File: src/rtl/uart_rx.sv
// 8N1 UART receiver: two-flop synchronised line, one-hot FSM, mid-bit sampling.
// data holds the last good byte; rx_done / frame_err are single-cycle pulses.
module uart_rx #(
  parameter int CLK_FREQ  = 50_000_000,
  parameter int BAUD_RATE = 115_200
) (
  input  logic       clk,
  input  logic       rst,
  input  logic       rx,
  output logic [7:0] data,
  output logic       rx_done,
  output logic       frame_err,
  output logic [3:0] fsm_state
);

  // Clocks per bit; configurations with C < 4 are not supported.
  localparam int C  = CLK_FREQ / BAUD_RATE;
  localparam int H  = C / 2;
  localparam int CW = $clog2(C);
  localparam logic [CW-1:0] C_LAST = CW'(C - 1);
  localparam logic [CW-1:0] H_LAST = CW'(H - 1);

  typedef enum logic [3:0] {
    IDLE  = 4'b0001,
    START = 4'b0010,
    RX    = 4'b0100,
    STOP  = 4'b1000
  } state_t;

  state_t          state;
  logic [CW-1:0]   cnt;
  logic [2:0]      bit_idx;
  logic [7:0]      shift;
  logic            rx_meta;
  logic            rx_sync;
  logic            rx_prev;
  logic [1:0]      sync_fill;

  assign fsm_state = state;

  // Outputs carry no handshake: rx_done marks one cycle in which data is new,
  // frame_err marks one cycle in which a frame was discarded; never both.
  always_ff @(posedge clk) begin
    if (rst) begin
      state     <= IDLE;
      cnt       <= '0;
      bit_idx   <= '0;
      shift     <= '0;
      data      <= 8'h00;
      rx_done   <= 1'b0;
      frame_err <= 1'b0;
      rx_meta   <= 1'b1;
      rx_sync   <= 1'b1;
      rx_prev   <= 1'b1;
      sync_fill <= 2'd0;
    end else begin
      rx_meta   <= rx;
      rx_sync   <= rx_meta;
      rx_prev   <= rx_sync;
      rx_done   <= 1'b0;
      frame_err <= 1'b0;
      // Edge detection is held off until the synchroniser holds only
      // post-reset samples, so a line still low at release is not a start.
      if (sync_fill != 2'd3) sync_fill <= sync_fill + 2'd1;

      case (state)
        IDLE: begin
          if (sync_fill == 2'd3 && rx_prev && !rx_sync) begin
            state <= START;
            cnt   <= '0;
          end
        end
        START: begin
          if (cnt == H_LAST) begin
            cnt     <= '0;
            bit_idx <= '0;
            state   <= rx_sync ? IDLE : RX;
          end else begin
            cnt <= cnt + 1'b1;
          end
        end
        RX: begin
          if (cnt == C_LAST) begin
            shift   <= {rx_sync, shift[7:1]};
            cnt     <= '0;
            bit_idx <= bit_idx + 3'd1;
            if (bit_idx == 3'd7) state <= STOP;
          end else begin
            cnt <= cnt + 1'b1;
          end
        end
        STOP: begin
          if (cnt == C_LAST) begin
            if (rx_sync) begin
              data    <= shift;
              rx_done <= 1'b1;
            end else begin
              frame_err <= 1'b1;
            end
            cnt   <= '0;
            state <= IDLE;
          end else begin
            cnt <= cnt + 1'b1;
          end
        end
        default: begin
          state <= IDLE;
          cnt   <= '0;
        end
      endcase
    end
  end

endmodule

File: config.mk
export PLATFORM = sky130hd
export DESIGN_NAME = uart_rx
export DESIGN_NICKNAME = d
export VERILOG_FILES = /design/src/rtl/uart_rx.sv
export SDC_FILE = /design/constraint.sdc
export NUM_CORES = 1
export LEC_CHECK = 0
export BUFFER_PORTS_ARGS = -buffer_cell sky130_fd_sc_hd__clkbuf_2
export CAP_MARGIN = 10
export CORE_MARGIN = 5
export CORE_UTILIZATION = 58
export DETAILED_ROUTE_END_ITERATION = 16
export GPL_TIMING_DRIVEN = 1
export MAX_ROUTING_LAYER = met4
export PLACE_DENSITY = 0.82
export RECOVER_POWER = 50
export SYNTH_ARGS = -nofsm -noshare
export SYNTH_HDL_FRONTEND = slang
export SYNTH_SLANG_ARGS = --single-unit
File: constraint.sdc
create_clock -name clk -period 1.8 [get_ports clk]
set_input_delay 0.09 -clock clk [delete_from_list [all_inputs] [get_ports clk]]
set_output_delay 0.09 -clock clk [all_outputs]
set_load 0.05 [all_outputs]
[Word level (Yosys, flattened, before mapping)]
Cells that the tools add are included.
Word-level totals
  output and inout port bits: 14
  flip-flop bits (word level): 39
  input port bits: 3
Operators by class
  equality and inequality tests: 14
  $add $sub $neg: 3
  reductions and logical operators: 10
  mux-type cells: 16
  bitwise gates (word level): 2
Operator list (count)
  9-bit two-way mux: 3
  9-bit case mux with 3 select lines: 1
  4-bit two-way mux: 5
  4-bit case mux with 4 select lines: 1
  2-bit inequality test (second input constant): 6
  9-bit by 1-bit adder with 9-bit output (second input constant): 1
  9-bit by 8-bit equality test with 1-bit output (second input constant): 1
  9-bit equality test (second input constant): 1
  3-bit two-way mux: 3
  3-bit case mux with 2 select lines: 1
  3-bit AND reduction: 2
  5-bit AND reduction: 1
  4-bit by 1-bit equality test with 1-bit output (second input constant): 1
  4-bit by 2-bit equality test with 1-bit output (second input constant): 1
  4-bit by 3-bit equality test with 1-bit output (second input constant): 1
  4-bit equality test (second input constant): 1
  3-bit by 1-bit adder with 3-bit output (second input constant): 1
  3-bit equality test (second input constant): 1
  3-bit OR reduction: 1
  2-bit by 1-bit adder with 2-bit output (second input constant): 1
  2-bit equality test (second input constant): 1
  1-bit logical AND: 2
  1-bit two-way mux: 2
  1-bit inverter: 2
  4 further kinds: 4

[Longest topological paths before layout]
  depth in word-level cells: 5
  gate-level depth with buffers: 7
  depth with buffers taken out: 6

[Worst setup path after synthesis]
No wires, ideal clock.
  path type: flip-flop to flip-flop
  from: register state[2], in the netlist fsm_state[2]
  to: register shift[0]
  setup time: 0.128 ns
  cell stages (with the launch flop): 7
  period minus slack after synthesis: 1.971 ns
  required time: 1.672 ns
  setup slack: -0.171 ns
  path buffers: 2
  arrival time: 1.844 ns
  path through: dfxtp_1 -> buf_4 -> or4b_4 -> nand3b_4 -> buf_6 -> mux2i_1 -> nor2_1
Between the ends
  cells in the longest elaborated chain, start to end: 2
Ends and longest elaborated chain
  from (decl): line 30  | state_t state;
  from (signal assigned): line 77  | state <= rx_sync ? IDLE : RX;
  4-bit by 3-bit equality test with 1-bit output: line 66  | case (state)
  2-bit AND reduction (no line)
  to (signal assigned): line 84  | shift <= {rx_sync, shift[7:1]};
  to (decl): line 33  | logic [7:0] shift;
Every way passes these cells.
A chain may end at the register's enable or synchronous reset.

[Worst setup path in the final report]
  from: register cnt[5]
  to: register state[2], in the netlist fsm_state[2]
Between the ends
  cells in the longest elaborated chain, start to end: 3
  elaborated cells on any way between the ends: 6
  those cells by class: eq/ne (5); reduce/logical (1)
Ends and longest elaborated chain
  from (decl): line 31  | logic [CW-1:0] cnt;
  from (signal assigned): line 79  | cnt <= cnt + 1'b1;
  from (signal assigned): line 89  | cnt <= cnt + 1'b1;
  from (signal assigned): line 103  | cnt <= cnt + 1'b1;
  9-bit equality test / 9-bit by 8-bit equality test with 1-bit output (equally long branches): line 83, 93, 74
  2-bit inequality test (no line)
  5-bit AND reduction (no line) *
Mark *: on every way between the ends. The rest lies on a longest branch, timed or not.

==> results.txt <==
----------------------------------------------------
[Routing]
  Vias per std cell ... 5.54
  Detail Route Antenna Nets ... 0
  DRC violations left ... 0
  Final routed wire length divided by cell count ... 13.7 um
  Initial DRC count ... 54
  Drt first pass iters ... 4
  Via count ... 1452
  Overall routed net length ... 3.58 mm

[Worst setup path]
  Maximum single-stage delay on the critical path ... 0.51 ns
  Worst Path Required ... 2.08 ns
  Data arrival time of the critical path ... 2.04 ns
  Worst-case register-to-register setup slack ... 0.04 ns
  Max Fanout on Critical Path ... 9
  Path depth of the worst reg2reg path ... 5
  Endpoint class of the critical path ... flop
  Critical path buffer and inverter count ... 1
  Number of stages on the worst setup path ... 5
  End of the worst register-to-register path ... fsm_state[2]
  Top cell family by delay on the critical path ... simple AND/OR/NAND/NOR gates
  Library cell contributing the largest single delay on the critical path ... sky130_fd_sc_hd__dfxtp_1
  Series of cell instances along the critical path ... and4bb_4 > a211oi_4 > buf_4 > nor4_2 > mux2i_1
  Critical path launch point type ... flop
  Reg2Reg Launch Point ... cnt[5]
  Worst setup path class ... flop to flop

[Global route]
  Total GRT Usage ... 17.9%
  Aggregate global routing overflow ... 0
  Global-route wire length before repair ... 5.89 mm
  Global-route track usage on met1 ... 19.2%
  Maximum number of pins on one net before global-route repair ... 39
  Global routing usage on met3 ... 4.76%
  Vias in the first global route ... 1349
  Number of antenna violations at the first check in global routing ... 0
  Global routing met2 resource utilization ... 30.3%
  Most used routing layer in global routing ... met2

[STA]
  Post-route clock period utilization ... 98.0%
  Worst setup skew after layout ... 0.0102 ns
  Final sum of negative setup slack ... 0 ns
  Slew Limit Fails ... 0
  Final Hold Viols ... 0
  Transition time of the tightest slew-check pin ... 0.742 ns
  Fmax ... 567 MHz
  Relative slew slack ... 50.5%
  Fin worst setup slack ... 0.0367 ns
  Final Setup Violations ... 0
  Min Clock Period, post-route ... 1.76 ns
  RSZ-0062 raised after global routing ... yes

[Clock tree]
  Number of levels the H-tree was split into ... 2
  Clock Sinks ... 39
  Clock latency on the worst-skew pair ... 0.35 ns
  Master cell of the clock root buffer ... sky130_fd_sc_hd__clkbuf_4
  CTS tree ... done
  Maximum root-to-sink buffer count ... 2
  CTS buffer count ... 5
  Clock slew at reported path FFs ... 0.11 ns

[Hold path]
  Worst hold start ... rst
  Worst hold path class ... primary input to flop
  End point of the most critical hold path ... cnt[0]
  Hold Crit Depth ... 2

[Outcome]
  Result of the run ... complete, no violations

[Placement]
  Count of input and output buffers ... 16
  Placer's final routability congestion estimate ... 0.884
  Pre-CTS setup slack ... -0.0467 ns
  Post-detail-place hpwl ... 2.43 mm
  Number of instances in the placed design ... 250
  Placed cell area ... 1980 um^2

[Finish]
  Number of diodes ... 0
  Final Instance Area ... 2120 um^2
  Proportion of layout cells with a drive suffix above 1 ... 20.6%
  Most common cell after layout, fill and taps aside ... sky130_fd_sc_hd__dfxtp_1
  # nets final ... 226
  Post-layout instance count excluding filler cells ... 262
  Fill cell total of the finished layout ... 229
  Most used cells in the layout excluding fill and tap cells ... 34 x sky130_fd_sc_hd__dfxtp_1, 25 x sky130_fd_sc_hd__nor2_1, 18 x sky130_fd_sc_hd__mux2i_1
  Area Growth Syn to Fin ... 16.7%
  Post-Route Utilization ... 70.0%

[Power]
  Power dissipated by switching net loads ... 0.569 mW
  Worst IR Drop VDD ... 854 uV
  Share of power burned in registers ... 47.1%
  Leakage power figure ... 0.863 nW
  P_int ... 1.42 mW
  Fraction of power consumed by the clock network ... 31.6%
  Switching power share of the total ... 28.6%
  Ratio of total power to cell area ... 939 nW/um^2
  Combinational fraction of design power ... 21.3%

[Synth]
  Sequential share of the synthesized area ... 42.9%
  Total number of yosys warnings ... 0
  Summed instance area of the synthesized netlist ... 1820 um^2
  Seq cells post-synth ... 39
  Gate Count Post-Synth ... 192
  Yosys cell types ... 44
  Post-Syn Area per Cell ... 9.47 um^2
  Net count after synthesis ... 201

[Floorplan]
  Area enclosed by the die boundary ... 4350 um^2
  Horiz. Die Dim ... 66.0 um
  CORE AREA ... 3030 um^2
  Starting density of the core ... 60.0%
  Die Y ... 66.0 um
  Boundary Pins ... 17
  Core Rows ... 20

[Flow run]
  # Max-Cap Violations ... 0

----------------------------------------------------
-- kinds of logic (layout without fill, tap and decap cells) --
kind of cell    Yosys count  count (layout)  synth area share [%]
compound gates           32              32                  12.5
simple gates             78              79                  24.8
buf+inv                  17              42                  4.82
xor+xnor                  2               2                 0.964
mux                      18              18                  9.91
flops                    39              39                  42.9
fa+ha+maj                 6               6                  4.13
-- metal layers --
metal | vias to the layer above | share of wire, %
met1 | 687 | 43
met4 | 0 | 2.0
met5 | - | 0
li1 | 731 | -
met2 | 26 | 51
met3 | 8 | 3.3
-- per-stage QoR --
stage	hold WS, ns	power, mW
detailed placement	0.277	1.36
global route	0.438	2.09
CTS	0.394	1.98
floorplan	0.194	1.21
finish	0.387	1.99
global placement	0.277	1.35
-- state kept, by name, summed over array words and instances (netlist names) --
register	flops
rx_meta	1
fsm_state	4
rx_prev	1
bit_idx	3
rx_done	1
rx_sync	1
frame_err	1
shift	8
sync_fill	2
data	8
cnt	9
-- area by class of cell --
cell class | count | area, um^2 | share of cell area [%]
Clock buffer | 6 | 51.3 | 2.42
Clock inverter | 2 | 38.8 | 1.83
Tap cell | 44 | 55.1 | 2.60
Inverter | 7 | 26.3 | 1.24
Timing Repair Buffer | 27 | 173 | 8.14
Sequential cell | 39 | 787 | 37.1
Multi-Input combinational cell | 137 | 990 | 46.7
-- timing repair --
item	4_1_cts	5_1_grt
pin swaps	1	2
setup buffers	1	1
resized for setup	1	9
endpoints found under the hold margin	1	0
setup endpoints to repair	1	12
gates cloned	0	1
hold buffers	1	0
-- worst max path at each step --
stage | start | endpoint | slack [ns]
finish | cnt[5] | fsm_state[2] | 0.04
global route | cnt[5] | fsm_state[2] | -0.007
CTS | cnt[1] | fsm_state[3] | 0.03
detailed placement | cnt[0] | fsm_state[3] | -0.05
global placement | cnt[0] | fsm_state[3] | 0.09
floorplan | fsm_state[2] | shift[0] | 0.006
-- cells in the mapped netlist --
library cell	n	share of area [%]
sky130_fd_sc_hd__dfxtp_1	39	43
sky130_fd_sc_hd__nor2_1	25	5.2
sky130_fd_sc_hd__mux2i_1	18	9.9
sky130_fd_sc_hd__nand2_1	14	2.9
sky130_fd_sc_hd__a21oi_1	12	3.3
sky130_fd_sc_hd__inv_1	7	1.4
sky130_fd_sc_hd__nand3_1	7	1.9
sky130_fd_sc_hd__o22ai_1	7	2.4
sky130_fd_sc_hd__ha_1	6	4.1
sky130_fd_sc_hd__buf_4	4	1.7
sky130_fd_sc_hd__clkbuf_1	4	0.83
sky130_fd_sc_hd__nor2b_1	4	1.4
sky130_fd_sc_hd__and2_1	3	1.0
sky130_fd_sc_hd__or2_2	3	1.0
sky130_fd_sc_hd__a211oi_2	2	1.4
sky130_fd_sc_hd__and4_1	2	0.96
sky130_fd_sc_hd__nor3_1	2	0.55
sky130_fd_sc_hd__nor4_1	2	0.69
sky130_fd_sc_hd__nor4b_1	2	0.96
sky130_fd_sc_hd__nor4b_2	2	1.7
sky130_fd_sc_hd__o21a_1	2	0.83
sky130_fd_sc_hd__o31a_1	2	0.96
sky130_fd_sc_hd__or2_0	2	0.69
sky130_fd_sc_hd__a211o_1	1	0.48
sky130_fd_sc_hd__a21boi_2	1	0.62
sky130_fd_sc_hd__a311oi_2	1	0.83
sky130_fd_sc_hd__and4b_1	1	0.55
sky130_fd_sc_hd__and4bb_4	1	0.89
sky130_fd_sc_hd__buf_2	1	0.28
sky130_fd_sc_hd__buf_6	1	0.62
sky130_fd_sc_hd__nand2b_1	1	0.34
sky130_fd_sc_hd__nand3b_1	1	0.41
sky130_fd_sc_hd__nand3b_4	1	1.1
sky130_fd_sc_hd__nor2_2	1	0.34
sky130_fd_sc_hd__nor3b_1	1	0.41
sky130_fd_sc_hd__nor4_2	1	0.69
sky130_fd_sc_hd__o21ai_0	1	0.28
sky130_fd_sc_hd__o21ai_1	1	0.28
sky130_fd_sc_hd__o311ai_0	1	0.48
sky130_fd_sc_hd__o41a_1	1	0.62
sky130_fd_sc_hd__or2_1	1	0.34
sky130_fd_sc_hd__or4b_4	1	0.76
sky130_fd_sc_hd__xnor2_1	1	0.48
sky130_fd_sc_hd__xor2_1	1	0.48
-- power by group through the flow --
stage	clock (mW)	sequential (mW)	combinational, mW
global route	0.684	0.947	0.460
CTS	0.642	0.937	0.406
global placement	0	0.954	0.392
finish	0.628	0.938	0.424
floorplan	0	1.01	0.203
detailed placement	0	0.956	0.402
Power figures use the tool's default switching activity.
